--- src/rtl/alu_operand_sequencer.sv ---
// alu_operand_sequencer
// Front end for the DE1-SoC 4-bit ALU. It debounces the enter and clear
// pushbuttons, then latches operand A, operand B and the function code from
// the switches one step at a time. It also captures the ALU result for the
// displays.
// Optional feature macro: ALU_SEQ_CHAIN_EN. When it is defined, enter in SHOW
// chains result[3:0] into A and jumps straight to GET_B.
module alu_operand_sequencer #(
    parameter int DEBOUNCE_CYCLES = 500000
) (
    input  logic       CLOCK_50,
    input  logic       reset,
    input  logic [1:0] key_n,
    input  logic [3:0] sw,
    input  logic [7:0] alu_out,
    output logic [3:0] A,
    output logic [3:0] B,
    output logic [2:0] Function,
    output logic [7:0] result,
    output logic [2:0] state,
    output logic       done
);

    // Counter wide enough to reach DEBOUNCE_CYCLES-1 (minimum 2 cycles).
    localparam int CW = (DEBOUNCE_CYCLES > 2) ? $clog2(DEBOUNCE_CYCLES) : 1;
    localparam logic [CW-1:0] CNT_LAST = CW'(DEBOUNCE_CYCLES - 1);

    typedef enum logic [2:0] {
        GET_A   = 3'd0,
        GET_B   = 3'd1,
        GET_F   = 3'd2,
        CAPTURE = 3'd3,
        SHOW    = 3'd4
    } seq_state_t;

    logic [1:0] key_meta_r;
    logic [1:0] key_sync_r;
    logic [1:0] press_s;

    seq_state_t state_r;
    logic [3:0] a_r;
    logic [3:0] b_r;
    logic [2:0] func_r;
    logic [7:0] result_r;
    logic       done_r;

    // Two-flop synchroniser for both raw pushbuttons (idle level is high).
    always_ff @(posedge CLOCK_50) begin
        if (reset) begin
            key_meta_r <= 2'b11;
            key_sync_r <= 2'b11;
        end else begin
            key_meta_r <= key_n;
            key_sync_r <= key_meta_r;
        end
    end

    for (genvar i = 0; i < 2; i++) begin : g_key
        logic [CW-1:0] cnt_r;
        logic          deb_r;
        logic          press_r;

        // Accept a level change only after it has been stable long enough; strobe on press.
        always_ff @(posedge CLOCK_50) begin
            if (reset) begin
                cnt_r   <= {CW{1'b0}};
                deb_r   <= 1'b1;
                press_r <= 1'b0;
            end else if (key_sync_r[i] == deb_r) begin
                cnt_r   <= {CW{1'b0}};
                press_r <= 1'b0;
            end else if (cnt_r == CNT_LAST) begin
                cnt_r   <= {CW{1'b0}};
                deb_r   <= key_sync_r[i];
                press_r <= ~key_sync_r[i];
            end else begin
                cnt_r   <= cnt_r + CW'(1);
                press_r <= 1'b0;
            end
        end

        assign press_s[i] = press_r;
    end

    // Operand entry sequencer; clear overrides enter in every state.
    always_ff @(posedge CLOCK_50) begin
        if (reset) begin
            state_r  <= GET_A;
            a_r      <= 4'h0;
            b_r      <= 4'h0;
            func_r   <= 3'd0;
            result_r <= 8'h00;
            done_r   <= 1'b0;
        end else if (press_s[1]) begin
            state_r  <= GET_A;
            a_r      <= 4'h0;
            b_r      <= 4'h0;
            func_r   <= 3'd0;
            result_r <= 8'h00;
            done_r   <= 1'b0;
        end else begin
            case (state_r)
                GET_A: begin
                    if (press_s[0]) begin
                        a_r     <= sw;
                        state_r <= GET_B;
                    end
                    done_r <= 1'b0;
                end
                GET_B: begin
                    if (press_s[0]) begin
                        b_r     <= sw;
                        state_r <= GET_F;
                    end
                    done_r <= 1'b0;
                end
                GET_F: begin
                    if (press_s[0]) begin
                        func_r  <= sw[2:0];
                        state_r <= CAPTURE;
                    end
                    done_r <= 1'b0;
                end
                CAPTURE: begin
                    // ALU is combinational, so alu_out already reflects A/B/Function.
                    result_r <= alu_out;
                    state_r  <= SHOW;
                    done_r   <= 1'b1;
                end
                SHOW: begin
                    if (press_s[0]) begin
`ifdef ALU_SEQ_CHAIN_EN
                        a_r     <= result_r[3:0];
                        state_r <= GET_B;
`else
                        state_r <= GET_A;
`endif
                        done_r  <= 1'b0;
                    end else begin
                        done_r  <= 1'b1;
                    end
                end
                default: begin
                    state_r <= GET_A;
                    done_r  <= 1'b0;
                end
            endcase
        end
    end

    assign A        = a_r;
    assign B        = b_r;
    assign Function = func_r;
    assign result   = result_r;
    assign state    = state_r;
    assign done     = done_r;

endmodule

--- config.mk ---
export PLATFORM = sky130hd
export DESIGN_NAME = alu_operand_sequencer
export DESIGN_NICKNAME = d
export VERILOG_FILES = /design/src/rtl/alu_operand_sequencer.sv
export SDC_FILE = /design/constraint.sdc
export NUM_CORES = 1
export LEC_CHECK = 0
export ABC_AREA = 0
export CORE_MARGIN = 3
export CORE_UTILIZATION = 41
export CTS_CLUSTER_SIZE = 28
export DETAILED_ROUTE_END_ITERATION = 12
export SETUP_SLACK_MARGIN = 0.5
export SKIP_CTS_REPAIR_TIMING = 1
export SLEW_MARGIN = 30
export SYNTH_ARGS = -nofsm -noshare
export SYNTH_HDL_FRONTEND = slang
export SYNTH_SLANG_ARGS = --single-unit
--- constraint.sdc ---
create_clock -name CLOCK_50 -period 2.9 [get_ports CLOCK_50]
set_clock_uncertainty 0.05 [all_clocks]
set_input_delay 0.87 -clock CLOCK_50 [delete_from_list [all_inputs] [get_ports CLOCK_50]]
set_output_delay 0.87 -clock CLOCK_50 [all_outputs]
set_load 0.01 [all_outputs]
==> impl_summary.log <==
[metrics] global-route wire length before repair: 9.094 mm
[metrics] Reg area: 0.001381 mm2
[metrics] Starting DRT DRC Count: 52
[metrics] remaining design rule violation count: 0
[metrics] Die Ht: 89.67 um
[metrics] count of buffer and inverter cells on the critical path: 1
[metrics] total number of vias: 2245
[metrics] pre-CTS setup slack: 0.5593 ns
[metrics] switching power total: 0.3567 mW
[metrics] count of flip-flops with a built-in enable after synthesis: 0
[metrics] Internal: 1.568 mW
[metrics] Top FF cell, synth: sky130_fd_sc_hd__dfxtp_1
[metrics] via count of the first global-routing pass: 1978
[metrics] async set-or-reset flop fraction in the synthesized netlist: 0%
[metrics] per-cell routed wire length: 11.97 um
[metrics] hold depth: 1
[metrics] number of filler cells placed in the layout: 601
[metrics] setup total negative slack: 0 ns
[metrics] Initial Utilization: 43.70%
[metrics] most frequent cells after synthesis: 69 x sky130_fd_sc_hd__dfxtp_1, 63 x sky130_fd_sc_hd__nor2_1, 21 x sky130_fd_sc_hd__mux2i_1
[metrics] setup slack after layout: 0.6075 ns
[metrics] total global-route track usage: 14.69%
[metrics] number of antenna violations at the first check in global routing: 0
[metrics] largest family of logic cells by synthesized area: simple AND/OR/NAND/NOR gates
[metrics] Area growth syn-to-layout: 24.46%
[metrics] share of total power consumed by net switching: 18.53%
[metrics] largest cells by area after synthesis: sky130_fd_sc_hd__dfxtp_1 48%, sky130_fd_sc_hd__nor2_1 8.2%, sky130_fd_sc_hd__mux2i_1 7.3%
[metrics] maximum number of pins on one net before global-route repair: 24
[metrics] fraction of power consumed by sequential logic: 49.5%
[metrics] Top Metal Used: met4
[metrics] final count of hold timing violations: 0
[metrics] final non-filler cell area: 0.003572 mm2
[metrics] post-synthesis xor/xnor area fraction: 9.154%
[metrics] Non-Filler Instances: 450
[metrics] DRT antenna net count: 0
[metrics] class of the most critical setup path: register to primary output
[metrics] Routed Wire Length: 5.385 mm
[metrics] utilization of the core after routing: 54.39%
[metrics] most area-hungry cell type in the Yosys netlist: sky130_fd_sc_hd__dfxtp_1
[metrics] Simple-Gate Fraction of Synth Area: 28.20%
[metrics] total congestion overflow: 0
[metrics] Tmin final: 2.293 ns
[metrics] core region area: 0.006568 mm2
[metrics] CP max stage delay: 0.59 ns
[metrics] Port Buf Inserts: 38
[metrics] worst-path maximum fanout: 8
[metrics] Worst-Skew Late Latency: 0.33 ns
[metrics] Gate power share: 2.1%
[metrics] Yosys warnings: 0
[metrics] Achievable Freq: 0.4362 GHz
[metrics] final setup vio count: 0
[metrics] Leak: 1.176 nW
[metrics] worst setup path start: state[0]
[metrics] ordered list of cells on the worst path: clkdlybuf4s50_1
[metrics] critical path launch point type: register
[metrics] number of slew-limit violations in the final report: 0
[metrics] family with the most delay on the worst path: buffers and inverters
[metrics] wire length on met1: 2.798 mm
[metrics] fraction of final layout cells with drive strength greater than 1: 8.123%
[metrics] Tightest Pin Transition: 0.7669 ns
[metrics] area of combinational cells with multiple inputs: 0.001413 mm2
[metrics] CTS clk-pin slew, worst paths: 0.07 ns
[metrics] Die Width: 89.67 um
[metrics] required time at the endpoint of the critical path: 1.98 ns
[metrics] flip-flop and latch count after synthesis: 69
[metrics] Routed met2 length: 2.199 mm
[metrics] count of TritonRoute iterations in the first routing pass: 4
[metrics] unrepaired setup endpoints after global routing: no
[metrics] complex-gate fraction of the synthesized area: 3.662%
[metrics] CTS max path bufs: 2
[metrics] number of ports placed on the die boundary: 39
[metrics] sequential share of the synthesized area: 48.13%
[metrics] worst flop-to-flop path endpoint: g_key[0].cnt_r[18]
[metrics] CTS buffer count: 9
[metrics] Critical Path Slowest Stage Cell: sky130_fd_sc_hd__clkdlybuf4s50_1
[metrics] part of the power in the clock network: 48.4%
[metrics] distinct cell type count of the synthesized netlist: 37
[metrics] worst reg2reg path startpoint: g_key[0].cnt_r[0]
[metrics] Avg Vias per Cell: 4.989
[metrics] post-synthesis net count: 329
[metrics] Critical Path End Type: primary output
[metrics] Post-Synth Adder-Cell Area: 0.8718%
[metrics] Max-Cap Viols: 0
[metrics] count of inserted antenna diode cells: 0
[metrics] Num Clock Sinks: 69
[metrics] wire length on met3: 292 um
[metrics] start point of the worst min-delay path: key_meta_r[0]
[metrics] status: completed
[metrics] worst hold path type: register to register
[metrics] endpoint arrival time on the critical path: 1.37 ns
[metrics] Final nets: 370
[metrics] # H-tree levels: 3
[metrics] Yosys top cell area share: 48.13%
[metrics] Final GP Congestion: 0.7700
[metrics] Register-to-Register Setup Slack: 0.90 ns
[metrics] Root Buffer: sky130_fd_sc_hd__clkbuf_8
[metrics] Avg Cell Area, Syn: 9.229 um2
[metrics] Row Count: 29
[metrics] worst reg-to-reg path cell count: 5
[metrics] most frequent cell after synthesis: sky130_fd_sc_hd__dfxtp_1
[metrics] highest ir drop seen on vdd: 0.0002711 V
[metrics] Cell Count Post-Placement: 434
[metrics] portion of the clock cycle consumed by the worst path in the final layout: 79.05%
[metrics] pwr/cell area: 538.9 mW/mm2
[metrics] endpoint with the worst hold slack: key_sync_r[0]
[metrics] Relative slew margins: 48.76%
[metrics] total half-perimeter wirelength after legalization and detailed placement: 3.840 mm
[metrics] combined area of all synthesized cells: 0.002870 mm2
[metrics] CTS tree: done
[metrics] floorplan die area: 0.008041 mm2
[metrics] post-detailed-placement cell area: 0.003332 mm2
[metrics] proportion of synthesized area in mux cells: 7.323%
[metrics] post-synthesis instance total: 311
worst register-to-register path, cell delays in order (launching register included):
cell	delay, ns
sky130_fd_sc_hd__dfxtp_1	0.39
sky130_fd_sc_hd__ha_1	0.29
sky130_fd_sc_hd__nand4_4	0.15
sky130_fd_sc_hd__or4_4	0.58
sky130_fd_sc_hd__or3_1	0.32
sky130_fd_sc_hd__a21oi_1	0.14
cell type report:
type | instances | area share (%)
multi-input combinational | 225 | 39.54
clock buffer | 12 | 4.063
inverter | 7 | 0.7356
clock inverter | 4 | 2.662
sequential | 69 | 38.67
timing repair buffer | 40 | 11.07
tap | 93 | 3.257
flip-flops by register name, indices dropped and copies added (netlist names):
signal,flops
A,4
B,4
Function,3
done,1
g_key.cnt_r,38
g_key.deb_r,2
g_key.press_r,2
key_meta_r,2
key_sync_r,2
result,8
state,3
cell usage in the layout (no fill, tap or decap), types with 5 or more instances in the layout:
master,n
sky130_fd_sc_hd__nand3_1,12
sky130_fd_sc_hd__inv_1,7
sky130_fd_sc_hd__nor2_1,63
sky130_fd_sc_hd__mux2i_1,21
sky130_fd_sc_hd__nand2_1,12
sky130_fd_sc_hd__nand4_1,12
sky130_fd_sc_hd__nor4_1,9
sky130_fd_sc_hd__nor3_1,9
sky130_fd_sc_hd__xnor2_1,20
sky130_fd_sc_hd__or2_2,7
sky130_fd_sc_hd__a21oi_1,7
sky130_fd_sc_hd__clkdlybuf4s50_1,38
sky130_fd_sc_hd__and3_1,5
sky130_fd_sc_hd__xor2_1,10
sky130_fd_sc_hd__clkbuf_8,10
sky130_fd_sc_hd__dfxtp_1,69
how the worst max path moves through the flow:
stage / end / slack (ns) / cells past startpoint
after detailed placement: state[0] / 0.56 / 3
after global placement: state[1] / 0.59 / 3
final: state[0] / 0.61 / 1
after floorplan: A[0] / 1.00 / 5
after global routing: state[0] / 0.52 / 1
after CTS: state[0] / 0.59 / 1
power by group through the flow:
stage / combinational [mW] / sequential, mW / clock, mW
floorplan: 0.0160 / 0.974 / 0
global placement: 0.0406 / 0.974 / 0
detailed placement: 0.0404 / 0.974 / 0
CTS: 0.0409 / 0.952 / 0.957
global route: 0.0441 / 0.952 / 1.01
finish: 0.0400 / 0.953 / 0.932
per-layer routing:
metal	global-route usage (%)	vias up
li1	-	1166
met1	20.83	1029
met2	20.08	42
met3	4.653	8
met4	6.901	0
met5	0	-
kinds of logic (layout without fill, tap and decap cells):
group,Yosys count,in the layout
XOR/XNOR,30,30
adder cells (fa/ha/maj),2,2
multiplexers,21,21
buffers and inverters,17,63
flip-flops,69,69
AO/OA/AOI/OAI,18,18
AND/OR/NAND/NOR,154,154
stage by stage:
step,total power [mW],hold slack (ns)
after floorplan,0.9898,0.3395
after global placement,1.015,0.3432
after detailed placement,1.015,0.3455
after CTS,1.951,0.3612
after global routing,2.009,0.4074
final,1.925,0.3583
(Power assumes the default switching activity.)
==> RTL change, RTL diff (same flow settings) <==
Add a define of `ALU_SEQ_CHAIN_EN`.
--- a/src/rtl/alu_operand_sequencer.sv
+++ b/src/rtl/alu_operand_sequencer.sv
@@ -5,6 +5,8 @@
 // displays.
 // Optional feature macro: ALU_SEQ_CHAIN_EN. When it is defined, enter in SHOW
 // chains result[3:0] into A and jumps straight to GET_B.
+`define ALU_SEQ_CHAIN_EN
+
 module alu_operand_sequencer #(
     parameter int DEBOUNCE_CYCLES = 500000
 ) (
Function: no difference found for any inputs over 10 cycles, from zero or initial values and one cycle with reset high; that may be too few to reach the edited logic, so the function may still have changed.
==> RTL change against the unedited design <==
  * Register-to-register slack got worse by 0.07 ns
  * Setup slack got worse by 0.012 ns
  * Via count increased by 1.6%
  * Design area increased by 0.39%
  * Non-clock buffer count increased by 1
  * Sequential cell count unchanged
  * Fmax decreased by 0.53%
  * Largest power group unchanged
  * Count of clock-buffer cells in the layout increased by 2
  * Routed wire length increased by 8.5%
  * Worst hold slack improved by 0.0042 ns
  * Total power decreased by 8.7%
  * Area after synthesis increased by 2.5%
  * Sequential share of layout area decreased by 0.11 points
==> RTL change: results (changes against the unedited design) <==
synthesis:
  yosys-top-cells-area: "dfxtp_1, nor2_1, mux2i_1, xnor2_1, xor2_1"  # unchanged
  syn_nets: 337  # was 329
  seq_area_frac_synth_pct: 47.0  # was 48.1%
  synthTopCellsByCount: "dfxtp_1, nor2_1, nand3_1"  # was dfxtp_1, nor2_1, mux2i_1
  synthFlopType: "dfxtp_1"  # unchanged
  netlist-cell-type-count: 40  # was 37
  async_reset_ff_share_pct: 0  # unchanged
pwr:
  p_leak_nw: 1.14  # was 1.18 nW
  swShare_pct: 19.5  # was 18.5%
  peakVddDrop_mv: 0.285  # was 0.271 mV
grt:
  antenna_found_initial: 0  # unchanged
  grt_max_degree: 24  # unchanged
  grt_use_total_pct: 15.0  # was 14.7%
  grt_pass1_vias: 2130  # was 1978
  grt_pass1_wl_microns: 10000  # was 9090 microns
status:
  status: "complete, no violations"  # unchanged
timing:
  worstMarginPinSlew_ns: 0.773  # was 0.767 ns
worst_setup_path:
  worst_ep_arrival_time_ns: 1.38
  startpoint: "state[2]"  # was state[0]
  cp_max_fo: 10  # was 8
  regToRegStartpoint: "g_key[0].cnt_r[0]"  # unchanged
  cp_slowest_cell: "clkdlybuf4s50_1"  # unchanged
drt:
  drcViolationCount: 0  # unchanged
  drt_iter0_drc: 80  # was 52
  wl_microns: 5840  # was 5390 microns
  drt_pre_antenna_iters: 6  # was 4
  via_per_inst: 4.98  # was 4.99
cells_and_area:
  nFillCells: 647  # was 601
  largest_register: "g_key.cnt_r"  # unchanged
  drive_gt1_share_pct: 8.56  # was 8.12%
  nets: 376  # was 370
  antennaDiodeCount: 0  # unchanged
  largest_reg_flops: 38  # unchanged
placement:
  hpwl_microns: 4080  # was 3840 microns
  io_buffer_count: 38  # unchanged
  place_ws_ns: 0.709  # was 0.559 ns
  gp_congestion: 0.795  # was 0.770
clocking:
  clockRootBuffer: "clkbuf_8"  # unchanged
  numCtsBuffers: 9  # unchanged
  htreeDepth: 3  # unchanged
  cts_buffer_depth: 2  # unchanged
hold_path:
  hp-start: "key_meta_r[1]"  # was key_meta_r[0]
  hp-class: "reg2reg"  # unchanged
==> RTL change: changes by cell type after synthesis, sizes merged, moves of 4 or more <==
cell	before	now
nor2	63	53
xnor2	20	14
nor4	9	5
mux2i	21	15
nand3	12	22
nand2	12	21
a21oi	7	21
==> RTL change: power groups by stage <==
stage | sequential (W) | combinational [W] | clock, W
finish | 0.000953 | 0.0000429 | 0.000763
global route | 0.000952 | 0.0000467 | 0.000828
CTS | 0.000952 | 0.0000436 | 0.000795
detailed placement | 0.000974 | 0.0000432 | 0
global placement | 0.000974 | 0.0000431 | 0
floorplan | 0.000974 | 0.0000185 | 0
==> RTL change: stage by stage <==
stage	hold WS [ns]	cell area [sq um]	cells
3_3_place_gp	0.343	3390	443
5_1_grt	0.389	3590	458
6_report	0.363	3590	458
2_1_floorplan	0.339	2940	319
4_1_cts	0.370	3580	458
3_5_place_dp	0.348	3390	443
==> RTL change: worst paths after layout <==
check / to / slack [ns] / depth (start not counted)
worst max-delay path: state[2] / 0.60 / 1
worst min-delay path: key_sync_r[1] / 0.36 / 1
worst max register to register: g_key[0].cnt_r[5] / 0.83 / 5
worst min register to register: key_sync_r[1] / 0.36 / 1
==> RTL change: cell type report <==
class | count | share of cell area, %
Timing Repair Buffer | 41 | 11.2
Clock inverter | 1 | 0.837
Tap cell | 96 | 3.35
Multi-Input combinational cell | 233 | 41.1
Inverter | 4 | 0.419
Clock buffer | 14 | 4.54
Sequential cell | 69 | 38.6
==> RTL change: kinds of logic (layout without fill, tap and decap cells) <==
kind of cell	after synthesis	after routing	synth area share, %
mux	15	15	5.10
flops	69	69	47.0
xor+xnor	27	27	8.04
fa+ha+maj	2	2	0.851
buf+inv	17	60	2.98
simple gates	155	155	29.1
compound gates	34	34	6.98
==> RTL change: layer usage <==
layer  vias up  track usage, %  wire (microns)
met5         -               0               0
met4         0            7.27             104
met3         9            4.50             245
met2        32            24.2            2750
met1      1046            18.2            2740
li1       1194               -               -
